==> config.mk <==
export PLATFORM = sky130hd
export DESIGN_NAME = step_to_bcd_seq
export DESIGN_NICKNAME = d
export VERILOG_FILES = /design/src/rtl/step_to_bcd_seq.sv
export SDC_FILE = /design/constraint.sdc
export NUM_CORES = 1
export LEC_CHECK = 0
export BUFFER_PORTS_ARGS = -buffer_cell sky130_fd_sc_hd__buf_2
export CAP_MARGIN = 10
export CELL_PAD_IN_SITES_DETAIL_PLACEMENT = 1
export CELL_PAD_IN_SITES_GLOBAL_PLACEMENT = 1
export CORE_MARGIN = 4
export CORE_UTILIZATION = 44
export CTS_CLUSTER_DIAMETER = 100
export DETAILED_ROUTE_END_ITERATION = 7
export GPL_TIMING_DRIVEN = 0
export PLACE_DENSITY_LB_ADDON = 0.1
export RECOVER_POWER = 25
export SLEW_MARGIN = 20
export SYNTH_ARGS = -nofsm -noshare
export SYNTH_HDL_FRONTEND = slang
export SYNTH_SLANG_ARGS = --single-unit
export TNS_END_PERCENT = 50
==> constraint.sdc <==
create_clock -name clk -period 2.03 [get_ports clk]
set_clock_uncertainty 0.1 [all_clocks]
set_input_delay 0.1015 -clock clk [delete_from_list [all_inputs] [get_ports clk]]
set_output_delay 0.1015 -clock clk [all_outputs]
set_load 0.005 [all_outputs]
==> src/rtl/step_to_bcd_seq.sv <==
// Iterative double-dabble binary-to-BCD converter with start/done handshake and overflow saturation.
// Optional build macro: LEADING_ZERO_BLANK_EN (leading zero digits reported as 4'hF).
module step_to_bcd_seq #(
  parameter int BIN_W  = 16,
  parameter int DIGITS = 4
) (
  input  logic                  clk,
  input  logic                  rst_n,
  input  logic                  start,
  input  logic [BIN_W-1:0]      bin_in,
  output logic                  busy,
  output logic                  done,
  output logic [4*DIGITS-1:0]   bcd_out,
  output logic                  overflow,
  output logic [1:0]            state_dbg
);

  localparam int SCR_W = 4 * DIGITS;
  localparam int CMP_W = (BIN_W > SCR_W) ? BIN_W : SCR_W;
  localparam int CNT_W = $clog2(BIN_W + 1);

  function automatic logic [63:0] pow10_m1(input int n);
    logic [63:0] p;
    p = 64'd1;
    for (int i = 0; i < n; i++) p = p * 64'd10;
    return p - 64'd1;
  endfunction

  localparam logic [CMP_W-1:0] LIMIT     = CMP_W'(pow10_m1(DIGITS));
  localparam logic [SCR_W-1:0] ALL_NINES = {DIGITS{4'h9}};

  // Handshake: start is only honoured in IDLE; done is a one-cycle pulse
  // that coincides with the bcd_out/overflow update, and the FSM is already
  // back in IDLE during that cycle so a new start is accepted there.
  typedef enum logic [1:0] {
    IDLE   = 2'd0,
    SHIFT  = 2'd1,
    FINISH = 2'd2
  } state_t;

  state_t             state, state_n;
  logic [BIN_W-1:0]   shreg, shreg_n;
  logic [SCR_W-1:0]   scratch, scratch_n, adj;
  logic [CNT_W-1:0]   count, count_n;
  logic               sat, sat_n;
  logic [SCR_W-1:0]   bcd_n;
  logic               ovf_n, done_n;

  function automatic logic [SCR_W-1:0] final_digits(input logic [SCR_W-1:0] s);
    logic [SCR_W-1:0] r;
    r = s;
`ifdef LEADING_ZERO_BLANK_EN
    begin
      logic lead;
      lead = 1'b1;
      for (int k = DIGITS - 1; k > 0; k--) begin
        if (lead && (s[4*k +: 4] == 4'h0)) r[4*k +: 4] = 4'hF;
        else lead = 1'b0;
      end
    end
`endif
    return r;
  endfunction

  always_ff @(posedge clk or negedge rst_n) begin
    if (!rst_n) begin
      state    <= IDLE;
      shreg    <= '0;
      scratch  <= '0;
      count    <= '0;
      sat      <= 1'b0;
      bcd_out  <= '0;
      overflow <= 1'b0;
      done     <= 1'b0;
    end else begin
      state    <= state_n;
      shreg    <= shreg_n;
      scratch  <= scratch_n;
      count    <= count_n;
      sat      <= sat_n;
      bcd_out  <= bcd_n;
      overflow <= ovf_n;
      done     <= done_n;
    end
  end

  always_comb begin
    state_n   = state;
    shreg_n   = shreg;
    scratch_n = scratch;
    count_n   = count;
    sat_n     = sat;
    bcd_n     = bcd_out;
    ovf_n     = overflow;
    done_n    = 1'b0;
    adj       = scratch;
    case (state)
      IDLE: begin
        if (start) begin
          shreg_n   = bin_in;
          scratch_n = '0;
          count_n   = CNT_W'(BIN_W);
          sat_n     = CMP_W'(bin_in) > LIMIT;
          state_n   = SHIFT;
        end
      end
      SHIFT: begin
        for (int k = 0; k < DIGITS; k++) begin
          if (scratch[4*k +: 4] >= 4'd5) adj[4*k +: 4] = scratch[4*k +: 4] + 4'd3;
        end
        // Carry out of the top nibble is dropped; sat decides the reported value.
        {scratch_n, shreg_n} = {adj, shreg} << 1;
        count_n = count - CNT_W'(1);
        if (count == CNT_W'(1)) state_n = FINISH;
      end
      FINISH: begin
        done_n  = 1'b1;
        ovf_n   = sat;
        bcd_n   = sat ? ALL_NINES : final_digits(scratch);
        state_n = IDLE;
      end
      default: state_n = IDLE;
    endcase
  end

  assign busy      = (state == SHIFT);
  assign state_dbg = state;

endmodule

==> metrics <==
status=complete, no violations; drt pass-1 iters=4; worst skew pair latency=340 ps; #FFs+latches synth=58; clock buffer depth=2; cell count after placement=387; pin count of the biggest net entering global routing=59; worst slew pin tran=1480 ps; global-route wire length before repair=11600 um; Buf/Inv on CP=4; share of layout cells above drive strength 1=20.3%; critical path required time=1830 ps; Post-synth EDFFs=0; dpl ws=177 ps; Worst Setup End Kind=output pin; starting density of the core=45.5%; Critical Path Start Type=flip-flop; leakage=1.61 nW; Finish-stage setup viols=0; design area=3370 um2; fin cells=420; residual overflow from global routing=0; final hold violations=0; post-synthesis adder-cell area fraction=4.62%; Setup TNS Final=0 ps; Tcrit/Tclk final=92.8%; Layout area overhead=24.3%; Peak VDD IR=0.000629 V; cell seen most often among critical-path stages=buf_2; Root Buffer=clkbuf_8; CP max stage delay=420 ps; Seq/Total Area, Yosys=53.6%; Clock Pin Slew Worst Setup and Hold Paths=60 ps; clock buffer count from CTS=9; Synth Net Count=302; drt via density=5.32; relative slew slack=1.59%; largest family of logic cells by synthesized area=simple AND/OR/NAND/NOR gates; io pins=40; CP Data Arrival Time=1680 ps; initial antenna violation count=0; CTS tree=built; Main synth FF type=dfrtp_1; top-count cell post-synth=dfrtp_1; 1st-iter DRT viols=58; global-route usage over all layers=20.1%; most frequent cells after synthesis=dfrtp_1 (58), nand2_1 (51), o21ai_0 (28); dominant cell type by area after synthesis=dfrtp_1; Port Buffers=39; Synth top area share=53.6%; xor/xnor share of the synthesized area=2.26%; Yosys warnings=0; H-tree depth=3; Placed Area=3000 um2; synthesized area per cell=9.92 um2; compound-cell area share of the yosys netlist=15.7%; clock sink count=58; Synth Cell Area=2710 um2; ordered list of cells on the worst path=nand2b_1 -> buf_4 -> inv_2 -> buf_2 -> buf_2; Post-CTS Setup Bufs=0; Detailed Place HPWL=4600 um; DRT Wirelength=6720 um; WS Path Type=flip-flop to output pin; vias=2236; Max-Cap Viols=0; nets@finish=369; Slowest-stage cell, CP=dfrtp_1; RSZ-0062 raised after global routing=false; Post-Syn Instances=273; achievable frequency=531 MHz; DIE AREA=7480 um2; hold slack=265 ps; wire length per cell=16.0 um; antenna-violating nets left=0; class of the worst hold path=input port to flip-flop; fin. max-slew vios=0; simple-gate share of the synthesized area=16.7%; die height=86.5 um; Core ar.=5960 um2; routability cong.=0.763; Pwr per Cell Area=1500 nW/um2; Distinct cells, synth=32; mux contribution to synthesized area=2.45%; vias in the first global route=2356; crit-path max FO=10; largest cells by area after synthesis=dfrtp_1 (54%), nand2_1 (7.1%), o21ai_0 (5.2%); Core Rows=28; Die X=86.5 um; critical path's top delay family=buffers and inverters; # diodes=0; Final min period=1880 ps; DRC=0; ys async rst share=100%; final setup margin=147 ps
cell families (layout without fill, tap and decap cells):
family          after synthesis  count (layout)
simple gates                 97              97
compound gates               66              66
flops                        58              58
buf+inv                      29             101
fa+ha+maj                    10              10
xor+xnor                      7               7
mux                           6               6
worst paths after layout:
path	startpoint	end	slack (ps)	cells after the start
max in group asynchronous	rst_n	shreg[6]	390	2
worst min-delay path	start	shreg[2]	270	5
worst min register to register	count[4]	count[4]	380	1
worst max register to register	scratch[4]	scratch[6]	180	6
min in group asynchronous	rst_n	bcd_out[8]	560	2
worst max-delay path	state_dbg[1]	busy	150	5
what timing repair did:
action                                  in CTS  in global routing
gates resized for setup                      0                  1
endpoints found under the hold margin       74                  0
endpoints found under the setup margin       0                  1
hold buffers                                17                  0
stage by stage:
step | utilization (%) | power (W)
2_1_floorplan | - | 0.00331
4_1_cts | 56.6 | 0.00510
6_report | 56.6 | 0.00504
3_3_place_gp | 50.3 | 0.00389
5_1_grt | 56.6 | 0.00550
3_5_place_dp | 50.4 | 0.00399
report_power, final:
part	leakage, nW	internal, W	switching (W)
Combinational	0.771	0.000849	0.00113
Clock	0.106	0.000609	0.000457
Sequential	0.738	0.00164	0.000351
Total	1.61	0.00310	0.00194
metal layers:
metal	global-route usage, %	vias up	part of all wire, %
met5	0	-	0
met4	8.64	0	1.8
met3	5.32	12	5.2
met2	31.8	56	46
met1	26.1	1090	47
li1	-	1078	-
cell type report:
class / count / area (um2)
flip-flops and latches: 58 / 1450
well taps: 75 / 93.8
inverters: 12 / 45.0
clock buffers: 15 / 196
multi-input cells: 186 / 1130
plain buffers: 17 / 81.3
fillers: 684 / 2590
clock inverters: 1 / 5.00
repair buffers: 56 / 360
tightest hold or removal path, stage by stage:
cell and delay [ps]:
buf_2 100, nor3b_2 170, nor2_4 170, nand2_1 70, nand2_1 60
registers in the layout, indices dropped and copies added (netlist names):
name and flops:
state_dbg 2, shreg 16, sat 1, count 5, done 1, bcd_out 16
scratch 16, overflow 1
placed cells by master, fill, tap and decap left out, types with 2 or more instances in the layout:
cell type / instances
a21oi_1: 3
a22oi_1: 15
a32o_1: 4
buf_2: 42
buf_4: 2
clkbuf_1: 12
clkbuf_8: 14
dfrtp_1: 58
dlygate4sd3_1: 17
ha_1: 10
inv_1: 11
mux2_2: 5
nand2_1: 51
nand2b_1: 10
nand3_1: 15
nor2_1: 11
nor3_1: 2
o21ai_0: 28
o31ai_1: 12
xnor2_1: 4
xor2_1: 3
Power figures use the tool's default switching activity.
